**src/rtl/moesif_snoop_arbiter.sv**
```systemverilog
// Round-robin snoop-bus arbiter that owns the MOESIF state of one shared line.
// Optional 16-bit saturating statistics counters: define MOESIF_ARB_STATS_EN.
module moesif_snoop_arbiter #(
  parameter int N_CORES      = 4,
  parameter int SNOOP_CYCLES = 2,
  parameter int CW           = $clog2(N_CORES)
) (
  input  logic                   clk,
  input  logic                   reset,
  input  logic [N_CORES-1:0]     req,
  input  logic [N_CORES-1:0]     req_write,
  input  logic [N_CORES-1:0]     req_evict,
  output logic [N_CORES-1:0]     gnt,
  output logic [N_CORES-1:0]     ack,
  output logic [2:0]             ack_state,
  output logic                   snoop_valid,
  output logic                   snoop_inv,
  output logic [CW-1:0]          snoop_src,
  output logic                   wb_valid,
  output logic [CW-1:0]          wb_core,
  output logic                   busy,
  output logic [3*N_CORES-1:0]   line_state
`ifdef MOESIF_ARB_STATS_EN
  ,
  output logic [15:0]            stat_txn,
  output logic [15:0]            stat_snoop,
  output logic [15:0]            stat_wb
`endif
);

  localparam logic [2:0] S_I = 3'b000;
  localparam logic [2:0] S_S = 3'b001;
  localparam logic [2:0] S_E = 3'b010;
  localparam logic [2:0] S_M = 3'b011;
  localparam logic [2:0] S_O = 3'b100;
  localparam logic [2:0] S_F = 3'b101;

  localparam logic [1:0] ST_IDLE   = 2'd0;
  localparam logic [1:0] ST_SNOOP  = 2'd1;
  localparam logic [1:0] ST_UPDATE = 2'd2;
  localparam logic [1:0] ST_RESP   = 2'd3;

  localparam logic [1:0] T_READ  = 2'd0;
  localparam logic [1:0] T_WRITE = 2'd1;
  localparam logic [1:0] T_EVICT = 2'd2;

  localparam int SCW = (SNOOP_CYCLES > 1) ? $clog2(SNOOP_CYCLES) : 1;
  localparam logic [SCW-1:0] SNP_LAST  = SCW'(SNOOP_CYCLES - 1);
  localparam logic [CW-1:0]  LAST_CORE = CW'(N_CORES - 1);

  // Unused encodings 110/111 read back as INVALID.
  function automatic logic [2:0] sanitize(input logic [2:0] s);
    return ((s == 3'b110) || (s == 3'b111)) ? S_I : s;
  endfunction

  // Downgrade applied to other sharers when a reader takes the line.
  function automatic logic [2:0] demote(input logic [2:0] s);
    logic [2:0] r;
    r = s;
    if (s == S_M) r = S_O;
    else if ((s == S_E) || (s == S_F)) r = S_S;
    return r;
  endfunction

  function automatic logic is_dirty(input logic [2:0] s);
    return (s == S_M) || (s == S_O);
  endfunction

  logic [1:0]           fsm_q, fsm_d;
  logic [CW-1:0]        ptr_q, ptr_d;
  logic [CW-1:0]        win_q, win_d;
  logic [1:0]           typ_q, typ_d;
  logic [SCW-1:0]       cnt_q, cnt_d;
  logic [3*N_CORES-1:0] line_q, line_d;

  logic [2:0]           cur [N_CORES];
  logic                 pick_vld;
  logic [CW-1:0]        pick_idx;
  logic [1:0]           pick_typ;
  logic                 pick_snoop;
  int                   idx;
  logic                 others_valid;
  logic                 wb_v;
  logic [CW-1:0]        wb_c;
  logic [N_CORES-1:0]   win_oh;

  always_comb begin
    for (int i = 0; i < N_CORES; i++) begin
      cur[i] = sanitize(line_q[3*i +: 3]);
    end
  end

  // Round-robin search starting at the pointer.
  always_comb begin
    pick_vld = 1'b0;
    pick_idx = '0;
    idx      = 0;
    for (int k = 0; k < N_CORES; k++) begin
      idx = int'(ptr_q) + k;
      if (idx >= N_CORES) idx = idx - N_CORES;
      if (!pick_vld && req[idx]) begin
        pick_vld = 1'b1;
        pick_idx = CW'(idx);
      end
    end
  end

  always_comb begin
    if (req_write[pick_idx])      pick_typ = T_WRITE;
    else if (req_evict[pick_idx]) pick_typ = T_EVICT;
    else                          pick_typ = T_READ;
    pick_snoop = ((pick_typ == T_READ) && (cur[pick_idx] == S_I)) ||
                 ((pick_typ == T_WRITE) && (cur[pick_idx] != S_M) && (cur[pick_idx] != S_E));
  end

  // Coherence transition for the latched transaction, committed in UPDATE.
  always_comb begin
    line_d       = line_q;
    wb_v         = 1'b0;
    wb_c         = '0;
    others_valid = 1'b0;
    for (int j = 0; j < N_CORES; j++) begin
      if ((j != int'(win_q)) && (cur[j] != S_I)) others_valid = 1'b1;
    end
    case (typ_q)
      T_READ: begin
        if (cur[win_q] == S_I) begin
          for (int j = 0; j < N_CORES; j++) begin
            if (j == int'(win_q)) line_d[3*j +: 3] = others_valid ? S_F : S_E;
            else if (others_valid) line_d[3*j +: 3] = demote(cur[j]);
          end
        end
      end
      T_WRITE: begin
        for (int j = 0; j < N_CORES; j++) begin
          if (j == int'(win_q)) begin
            line_d[3*j +: 3] = S_M;
          end else begin
            if (is_dirty(cur[j]) && !wb_v) begin
              wb_v = 1'b1;
              wb_c = CW'(j);
            end
            line_d[3*j +: 3] = S_I;
          end
        end
      end
      default: begin
        if (is_dirty(cur[win_q])) begin
          wb_v = 1'b1;
          wb_c = win_q;
        end
        for (int j = 0; j < N_CORES; j++) begin
          if (j == int'(win_q)) line_d[3*j +: 3] = S_I;
        end
      end
    endcase
  end

  always_comb begin
    fsm_d = fsm_q;
    ptr_d = ptr_q;
    win_d = win_q;
    typ_d = typ_q;
    cnt_d = cnt_q;
    case (fsm_q)
      ST_IDLE: begin
        if (pick_vld) begin
          win_d = pick_idx;
          typ_d = pick_typ;
          cnt_d = '0;
          fsm_d = pick_snoop ? ST_SNOOP : ST_UPDATE;
        end
      end
      ST_SNOOP: begin
        if (cnt_q == SNP_LAST) fsm_d = ST_UPDATE;
        else                   cnt_d = cnt_q + 1'b1;
      end
      ST_UPDATE: fsm_d = ST_RESP;
      ST_RESP: begin
        fsm_d = ST_IDLE;
        ptr_d = (win_q == LAST_CORE) ? '0 : win_q + 1'b1;
      end
      default: fsm_d = ST_IDLE;
    endcase
  end

  always_ff @(posedge clk or negedge reset) begin
    if (!reset) begin
      fsm_q  <= ST_IDLE;
      ptr_q  <= '0;
      cnt_q  <= '0;
      line_q <= '0;
    end else begin
      fsm_q <= fsm_d;
      ptr_q <= ptr_d;
      cnt_q <= cnt_d;
      if (fsm_q == ST_UPDATE) line_q <= line_d;
    end
  end

  // Transaction identity is only observed while busy, so it needs no reset.
  always_ff @(posedge clk) begin
    win_q <= win_d;
    typ_q <= typ_d;
  end

  assign win_oh      = N_CORES'(1) << win_q;
  assign busy        = (fsm_q != ST_IDLE);
  assign gnt         = busy ? win_oh : '0;
  assign ack         = (fsm_q == ST_RESP) ? win_oh : '0;
  assign ack_state   = (fsm_q == ST_RESP) ? cur[win_q] : S_I;
  assign snoop_valid = (fsm_q == ST_SNOOP);
  assign snoop_inv   = (fsm_q == ST_SNOOP) && (typ_q == T_WRITE);
  assign snoop_src   = busy ? win_q : '0;
  assign wb_valid    = (fsm_q == ST_UPDATE) && wb_v;
  assign wb_core     = wb_valid ? wb_c : '0;
  assign line_state  = line_q;

`ifdef MOESIF_ARB_STATS_EN
  function automatic logic [15:0] sat_inc(input logic [15:0] v);
    return (v == 16'hFFFF) ? v : v + 16'd1;
  endfunction

  logic [15:0] stat_txn_q, stat_snoop_q, stat_wb_q;
  logic        snoop_entry;

  assign snoop_entry = (fsm_q == ST_IDLE) && pick_vld && pick_snoop;

  always_ff @(posedge clk or negedge reset) begin
    if (!reset) begin
      stat_txn_q   <= '0;
      stat_snoop_q <= '0;
      stat_wb_q    <= '0;
    end else begin
      if (fsm_q == ST_RESP) stat_txn_q   <= sat_inc(stat_txn_q);
      if (snoop_entry)      stat_snoop_q <= sat_inc(stat_snoop_q);
      if (wb_valid)         stat_wb_q    <= sat_inc(stat_wb_q);
    end
  end

  assign stat_txn   = stat_txn_q;
  assign stat_snoop = stat_snoop_q;
  assign stat_wb    = stat_wb_q;
`endif

endmodule
```
**config.mk**
```make
export PLATFORM = sky130hd
export DESIGN_NAME = moesif_snoop_arbiter
export DESIGN_NICKNAME = d
export VERILOG_FILES = /design/src/rtl/moesif_snoop_arbiter.sv
export SDC_FILE = /design/constraint.sdc
export NUM_CORES = 1
export LEC_CHECK = 0
export CAP_MARGIN = 25
export CORE_MARGIN = 2
export CORE_UTILIZATION = 46
export CTS_CLUSTER_DIAMETER = 100
export DETAILED_ROUTE_END_ITERATION = 6
export GPL_TIMING_DRIVEN = 0
export PLACE_DENSITY = 0.84
export SETUP_SLACK_MARGIN = 0.1
export SLEW_MARGIN = 40
export SYNTH_ARGS = -nofsm -noshare
export SYNTH_HDL_FRONTEND = slang
export SYNTH_SLANG_ARGS = --single-unit
```
**constraint.sdc**
```tcl
create_clock -name clk -period 2.1 [get_ports clk]
set_input_delay 0.525 -clock clk [delete_from_list [all_inputs] [get_ports clk]]
set_output_delay 0.525 -clock clk [all_outputs]
set_load 0.1 [all_outputs]
```
==> results of run 1 <==
[final cells by class]
cell class                 count  area, sq um  area share [%]
inverter                      17         81.3            2.39
tap                           50         62.6            1.84
buffer                         8         97.6            2.87
multi-input combinational    168         1590            46.8
sequential                    21          577            17.0
timing repair buffer          85          947            27.8
clock buffer                   4         45.0            1.32
[worst paths after layout]
check                                                   to  slack (ns)
worst max-delay path                              wb_valid       -0.77
worst min-delay path             line_state[4]$_DFFE_PN0P_        0.18
worst max register to register   line_state[8]$_DFFE_PN0P_       -0.69
worst min register to register           cnt_q$_DFFE_PN0P_        0.58
max in group asynchronous       line_state[10]$_DFFE_PN0P_        1.57
min in group clk                         cnt_q$_DFFE_PN0P_        0.58
[cells by family (layout without fill, tap and decap cells)]
| kind of cell | after synthesis | in the layout |
|---|---|---|
| AND/OR/NAND/NOR | 75 | 75 |
| AO/OA/AOI/OAI | 62 | 62 |
| buffers and inverters | 26 | 114 |
| multiplexers | 23 | 23 |
| flip-flops | 21 | 21 |
| adder cells (fa/ha/maj) | 8 | 8 |
[synth_stat cells (all sizes together) (2+ instances only)]
cell    count
and2        9
ha          8
mux2        9
a21o        5
a211o       3
buf         4
a21oi      14
a21boi      3
o21ai      11
a32o        3
nor2       16
and2b       2
o21bai      2
nor3        8
nand3b      3
inv        17
o32a        2
or3b        2
edfxtp      4
clkbuf      5
or3         3
a22o        3
o22a        2
a311oi      2
mux4        2
nand2b      4
dfrtp      17
nor2b      12
nand2      13
mux2i      12
[per-stage QoR]
step	std cells	instance area (sq um)	setup TNS, ns
6_report	353	3400	-11.62
4_1_cts	335	3080	-8.51
2_1_floorplan	215	2080	-6.26
3_3_place_gp	309	2580	-22.88
3_5_place_dp	309	2420	-11.02
5_1_grt	353	3400	-12.41
[worst max-delay path, cell delays in order (launching register included)]
cell and delay, ns:
dfrtp_4 0.50, buf_6 0.14, and2b_1 0.18, mux4_2 0.51
mux2i_4 0.24, o22a_4 0.23, clkinvlp_4 0.11, buf_12 0.17
[routing by layer]
metal / share of wire (%) / wire length [um] / track usage (%)
met5: 0 / 0 / 0
met4: 7.7 / 696 / 17.0
met3: 10 / 901 / 4.22
met2: 47 / 4210 / 53.1
met1: 36 / 3220 / 40.2
[sequential cells by signal, summed over array words and instances (netlist names)]
name,flops
cnt_q,1
ptr_q,2
fsm_q,2
typ_q,2
win_q,2
line_state,12
[what timing repair did]
item | CTS | global route
cloned | 0 | 1
gates resized for setup | 112 | 38
endpoints found under the setup margin | 34 | 33
buffers inserted | 23 | 17
pin swaps | 10 | 9
==> run metrics, run 1 <==
sequential fraction of the synthesis area=between 20 and 30%; final setup violating endpoints=28; Final Hold Viols=0; CTS buffer count=3; worst reg2reg path depth=10; RePlAce Congestion=~0.82; WS Path Type=flip-flop to output port; simple-gate area share of the yosys netlist=between 20% and 30%; initial drt markers=427; Worst Max-Slew Pin Slew=between 0.6 and 0.7 ns; antenna-violating nets left=0; Top-Level Pins=45; Die H=just under 70 um; CP required=around 1.6 ns; Nets=around 330; PnR worst setup slack=-0.771 ns; Post-Syn Area=1920 sq um; Post-synth EDFFs=4; complex-gate fraction of the synthesized area=between 20% and 30%; ys async rst share=81.0%; Startpoint Class=flip-flop; detailed-route DRC error count=0; CTS tree=done; synth top area cells=dfrtp_1 (22%), mux2i_1 (6.3%), edfxtp_1 (6.3%); Distinct cells, synth=55; failing checks=negative setup slack; DPL Wire Length=between 3000 and 4000 um; Period Utilization, post-route=137%; Die X=just under 70 um; All-Layer GR Usage=a little under a third; first-pass GRT wire length=~11,000 um; H-Tree Depth=1; RSZ-0062 raised after global routing=yes; CTS max path bufs=2; Synth Area in Adders=about 5.2%; fill count=roughly 180; CP Capture Type=output port; IO Port Bufs=44; First-pass DRT Iterations=5; Initial Util=between 40% and 50%; outcome=complete, but fails checks; Root Buffer Master=clkbuf_8; largest net degree at the start of global routing=18; total vias in the final route=about 2,300; post-synthesis register bit count=21; WL/cell=25.6 um; top cell type's share of synthesized area=between 20 and 25%; Setup crit start=line_state[10]$_DFFE_PN0P_; Final min period=2.87 ns; Congestion Overflow GR=0; commonest cells after routing, fill and taps aside=buf_4 (29), buf_12 (20), buf_2 (13); commonest non-fill, non-tap cell in the layout=buf_4; Vias/cell=6.65; fmax=between 0.3 and 0.4 GHz; Post-CTS Hold Buffers=0; Routed Wire Length=9030 um; Mapped Nets=around 240; Core Area=between 4000 and 5000 sq um; Main synth FF type=dfrtp_1; post-synthesis xor/xnor area fraction=0%; std cell rows=23; ANT cells=0; CP Max Fanout=7; Post-Synthesis Cells=around 220; die area=between 4000 and 5000 sq um; post-synthesis mux area share=about 14%; Layout Skew=roughly 0.0083 ns; hold slack=0.179 ns; Layout Utilization=a little under nine tenths; main combinational cell family by area after synthesis=compound AO/OA/AOI/OAI gates; layout overhead on the synthesized area=77.5%; Yosys warnings=0; layout cells sized above 1=a little over half; Slew Viols, Final=0; latest clock arrival within the worst-skew pair=about 0.28 ns; antenna violations before repair=0; Hold Path Class=primary input to async pin; Arrival @ worst endpoint=about 2.4 ns; vias in the first global route=2,024; clk slew on worst S/H paths=roughly 0.090 ns; largest area contributor in the netlist=dfrtp_1; Worst slew margin=~55%; Setup WS pre-CTS=-0.726 ns; clock sink count=21; max_cap viols=0; Reg-to-Reg Start=line_state[10]$_DFFE_PN0P_; syn avg cell area=roughly 8.9 sq um
Power of run 1 is left out: the tool's default activity adds up to more than one toggle a clock period on the data nets, which glitch-free logic cannot reach.
==> run 2: changes to the inputs <==
--- a/config.mk
+++ b/config.mk
@@ -11,6 +11,7 @@
 export CTS_CLUSTER_DIAMETER = 100
 export DETAILED_ROUTE_END_ITERATION = 6
 export GPL_TIMING_DRIVEN = 0
+export HOLD_SLACK_MARGIN = 0.05
 export PLACE_DENSITY = 0.84
 export SETUP_SLACK_MARGIN = 0.1
 export SLEW_MARGIN = 40
==> results of run 2 <==
Final layout, timing and power as in run 1 (identical DEF).
Power of run 2 is left out for the same reason.
==> run 3: changes to the inputs <==
--- a/config.mk
+++ b/config.mk
@@ -6,13 +6,16 @@
 export NUM_CORES = 1
 export LEC_CHECK = 0
 export CAP_MARGIN = 25
+export CELL_PAD_IN_SITES_DETAIL_PLACEMENT = 0
+export CELL_PAD_IN_SITES_GLOBAL_PLACEMENT = 1
 export CORE_MARGIN = 2
-export CORE_UTILIZATION = 46
+export CORE_UTILIZATION = 34
 export CTS_CLUSTER_DIAMETER = 100
 export DETAILED_ROUTE_END_ITERATION = 6
 export GPL_TIMING_DRIVEN = 0
 export HOLD_SLACK_MARGIN = 0.05
-export PLACE_DENSITY = 0.84
+export PLACE_DENSITY_LB_ADDON = 0.05
+export RECOVER_POWER = 50
 export SETUP_SLACK_MARGIN = 0.1
 export SLEW_MARGIN = 40
 export SYNTH_ARGS = -nofsm -noshare
==> run metrics, run 3 (synthesis results as in run 1) <==
Vias/cell=5.31 (-20%); detailed-route DRC error count=0 (unchanged); total vias in the final route=1,955 (-17%); outcome=complete, but fails checks; ANT cells=0 (unchanged); antenna-violating nets left=0 (unchanged); Die X=79.1 um (+15%); CP required=1.57 ns (about the same); layout cells sized above 1=51.4% (-1.8 points); max reg flops=12 (unchanged); Setup crit start=line_state[7]$_DFFE_PN0P_; commonest cells after routing, fill and taps aside=buf_4 (29), buf_12 (17), inv_1 (13), buf_2 (13), nand2_1 (12); worst reg2reg path depth=10 (unchanged); Bufs and invs on worst path=3 (unchanged); Design Area, Final=3200 sq um (-5.8%); largest net degree at the start of global routing=18 (unchanged); clk slew on worst S/H paths=0.09 ns (about the same); fill count=492 (+180%); Die H=79.1 um (+15%); Hold Path Class=primary input to async pin; Arrival @ worst endpoint=2.32 ns (-0.03 ns); CP delay by family, top=multiplexers; antenna violations before repair=0 (unchanged); hold slack=0.421 ns (+0.241 ns); Reg-to-Reg Start=line_state[7]$_DFFE_PN0P_; Congestion Overflow GR=0 (unchanged); Final Hold Viols=0 (unchanged); Worst slew margin=28.8% (-26 points); CP Capture Type=output port; latest clock arrival within the worst-skew pair=0.27 ns (about the same); Critical Path, Cell by Cell=buf_6, and2b_2, mux4_2, mux2i_4, o22a_4, clkinvlp_4, buf_12; layout overhead on the synthesized area=67.2%; Period Utilization, post-route=136% (-1.1 points); max_cap viols=0 (unchanged); WS Path Type=flip-flop to output port; Initial Util=35.0% (-13 points); commonest non-fill, non-tap cell in the layout=buf_4; Post-CTS Hold Buffers=0 (unchanged); H-Tree Depth=1 (unchanged); RePlAce Congestion=0.836 (+1.4%); Slew Viols, Final=0 (unchanged); Crit. path cell count=7 (unchanged); first-pass GRT wire length=10,200 um (-5.3%); fmax=0.351 GHz (+0.82%); Worst Max-Slew Pin Slew=1.07 ns (+0.398 ns); DPL Wire Length=4250 um (+8.9%); final setup violating endpoints=21 (-25%); CTS buffer count=3 (unchanged); WL/cell=17.3 um (-32%); Routed Wire Length=6370 um (-29%); RSZ-0062 raised after global routing=yes; CTS max path bufs=2 (unchanged); First-pass DRT Iterations=4 (-1); CP Max Fanout=7 (unchanged); IO Port Bufs=44 (unchanged); All-Layer GR Usage=20.8% (-11 points); Root Buffer Master=clkbuf_8; failing checks=negative setup slack; critical path's slowest cell=mux4_2; die area=6250 sq um (+33%); Top-Level Pins=45 (unchanged); CTS tree=done; Post-DP Area=2460 sq um (+1.4%); Nets=319 (-2.1%); PnR worst setup slack=-0.748 ns (+0.0233 ns); vias in the first global route=1,963 (-3.0%); initial drt markers=114 (-73%); Startpoint Class=flip-flop; Core Area=5470 sq um (+37%); peak per-stage delay on the critical path=0.50 ns (about the same); std cell rows=27 (+17%); Layout Skew=0.00474 ns (-0.00359 ns); Final min period=2.85 ns (-0.0233 ns); clock sink count=21 (unchanged)
[run 3: timing repair]
item                       CTS  global route
setup endpoints to repair   34            32
setup buffers               26             8
gates resized for setup    108            21
pin swaps                   11             5
[run 3: through the flow]
| step | std cells | util [%] | setup WS, ns | setup TNS, ns |
|---|---|---|---|---|
| final | 368 | 58.6 | -0.748 | -10.77 |
| after global routing | 368 | 58.6 | -0.803 | -12.07 |
| after CTS | 360 | 56.7 | -0.703 | -8.92 |
| after detailed placement | 331 | 44.9 | -0.837 | -11.83 |
| after global placement | 331 | 47.7 | -1.57 | -26.14 |
| after floorplan | 215 | - | -0.735 | -6.26 |
[run 3: routing by layer]
layer	global-route usage [%]	vias to the layer above	wire (um)
met5	0	-	0
met3	2.61	6	172
li1	-	949	-
met2	34.0	26	3040
met4	3.79	0	49
met1	29.7	974	3110
[run 3: worst paths after layout]
| kind | end | slack [ns] |
|---|---|---|
| worst min-delay path | ptr_q[0]$_DFFE_PN0P_ | 0.42 |
| min in group clk | cnt_q$_DFFE_PN0P_ | 0.56 |
| worst max-delay path | wb_valid | -0.75 |
| worst min register to register | cnt_q$_DFFE_PN0P_ | 0.56 |
| worst max register to register | line_state[8]$_DFFE_PN0P_ | -0.65 |
| max in group asynchronous | line_state[11]$_DFFE_PN0P_ | 0.91 |
[run 3: layout make-up]
class                      instances  area, sq um  share of cell area, %
buffer                             8         83.8                   2.62
sequential                        21          578                   18.0
clock buffer                       3         41.3                   1.29
clock inverter                     1         5.00                  0.156
timing repair buffer              78          806                   25.1
multi-input combinational        168         1520                   47.5
inverter                          17         77.6                   2.42
tap                               72         90.1                   2.81
Power of run 3 is left out for the same reason.
==> RTL edit, RTL diff (config.mk and constraints of run 1) <==
Set the parameter `SNOOP_CYCLES` to 4 (it was 2).
--- a/src/rtl/moesif_snoop_arbiter.sv
+++ b/src/rtl/moesif_snoop_arbiter.sv
@@ -2,7 +2,7 @@
 // Optional 16-bit saturating statistics counters: define MOESIF_ARB_STATS_EN.
 module moesif_snoop_arbiter #(
   parameter int N_CORES      = 4,
-  parameter int SNOOP_CYCLES = 2,
+  parameter int SNOOP_CYCLES = 4,
   parameter int CW           = $clog2(N_CORES)
 ) (
   input  logic                   clk,
Behaviour: not the same (Yosys sat finds a counterexample within 4 cycles, from zero or initial values and one cycle with reset low).
==> RTL edit against run 1 <==
  * The run still ends with setup timing left
  * Count of clock-buffer cells in the layout stayed put
  * Die area rose by 4.4%
  * Synthesized area grew 4.6%
  * Routed wire length is 16% lower
  * Setup slack improved by 0.014 ns
  * Cell area is 1.4% lower
  * Sequential cell count rose by 1
Power is left out: the tool's default activity adds up to more than one toggle a clock period on the data nets, which glitch-free logic cannot reach.
==> RTL edit: results (changes against run 1) <==
status=finished, violations left (unchanged); violated checks=setup timing (unchanged); Syn. warnings=0 (unchanged); syn_nets=246 (was 237); Hold WC Path Type=primary input to asynchronous set/reset pin (unchanged); Placer Congestion=0.9065 (was 0.8242); FILL cells=242 (was 175); grt met3 use=5.051% (was 4.221%); post-synthesis mux area share=13.29% (was 14.49%); Largest stage delay, worst path=0.56 ns (was 0.51 ns); Netlist cell types=53 (was 55); largest net degree at the start of global routing=19 (was 18); Crit Path Max Fanout=5 (was 7); Post-synth EDFFs=4 (unchanged); Clock Latency Late Sink=0.28 ns (about the same); FF-to-FF Start=win_q[0]$_DFFE_PP_ (was line_state[10]$_DFFE_PN0P_); Routed WL=7544 um (was 9030 um); M1 WL=2963 um (was 3222 um); Met3 Wirelength=579 um (was 901 um); CP Data Arrival Time=2.33 ns (was 2.35 ns); Final Setup Violations=22 (was 28); Rows=24 (was 23); skew final=0.001029 ns (was 0.008333 ns); Sum Neg Setup Slack=-10.76 ns (was -11.62 ns); post-synthesis adder-cell area fraction=5.614% (was 5.222%); Seq area share=18.10% (was 16.95%); Compound-Gate Fraction of Synth Area=25.14% (was 25.46%); DR iter-0 viols=321 (was 427); worst-margin pin slew=0.8306 ns (was 0.6694 ns); Most used DFF post-synth=dfrtp_1 (unchanged); DP HPWL=3984 um (was 3906 um); via count=2313 (was 2348); CTS buffer count=3 (unchanged); Data buffer area share=28.47% (was 30.71%); M1 GR Usage=37.86% (was 40.18%); Inverters=16 (was 17); Non-clk bufs=94 (was 93); NumNets Final=336 (was 326); clk cell area share=1.343% (was 1.324%); fraction of area in multi-input gates=47.95% (was 46.78%); first-pass GRT wire length=11250 um (was 10760 um); first-pass detailed-route iteration total=6 (was 5); pre-CTS setup slack=-0.8303 ns (was -0.7259 ns); ranking of synthesized cells by area=dfrtp_1 (22%), mux2i_1 (6.0%), edfxtp_1 (6.0%) (was dfrtp_1 (22%), mux2i_1 (6.3%), edfxtp_1 (6.3%)); crit path max-delay cell type=mux4_2 (unchanged); asr flop ratio synth=81.82% (was 80.95%); met2 Usage GRT=47.51% (was 53.13%); Multi-In Gates=176 (was 168); CTS Root Cell=clkbuf_8 (unchanged); met2 wire length=3802 um (was 4209 um); layout cells sized above 1=52.24% (was 53.14%); final setup margin=-0.7579 ns (was -0.7715 ns); commonest cells in the synthesized netlist=dfrtp_1 (18), a21oi_1 (17), nor2_1 (17), inv_1 (15), nand2_1 (15) (was dfrtp_1 (17), inv_1 (16), nor2_1 (16), a21oi_1 (13), nand2_1 (13)); vias in the first global route=2291 (was 2024); register area share after synthesis=28.45% (was 28.46%); flops & latches, synth=22 (was 21); GRT Overall Usage=28.83% (was 31.97%)
## RTL edit: path summary, 6_finish.rpt
kind | end | slack [ns] | cells past startpoint
max | wb_core[0] | -0.76 | 8
min | line_state[0]$_DFFE_PN0P_ | 0.19 | 1
max reg2reg | line_state[11]$_DFFE_PN0P_ | -0.67 | 10
min reg2reg | cnt_q[1]$_DFFE_PN0P_ | 0.55 | 1
max in group asynchronous | line_state[10]$_DFFE_PN0P_ | 1.54 | 1
min in group clk | cnt_q[1]$_DFFE_PN0P_ | 0.55 | 1
## RTL edit: through the flow
stage	instances	hold slack, ns	area [sq um]	util (%)
floorplan	223	0.2294	2141	-
global placement	319	0.5145	2646	62.06
detailed placement	319	0.5009	2486	58.30
CTS	358	0.1948	3226	75.65
global route	364	0.2173	3353	78.64
finish	364	0.1918	3353	78.64
## RTL edit: repair_timing
action,in CTS,in global routing
pin swaps,14,7
endpoints found under the setup margin,36,33
gates resized for setup,108,20
endpoints found under the hold margin,0,0
hold buffers,0,0
setup buffers,36,6
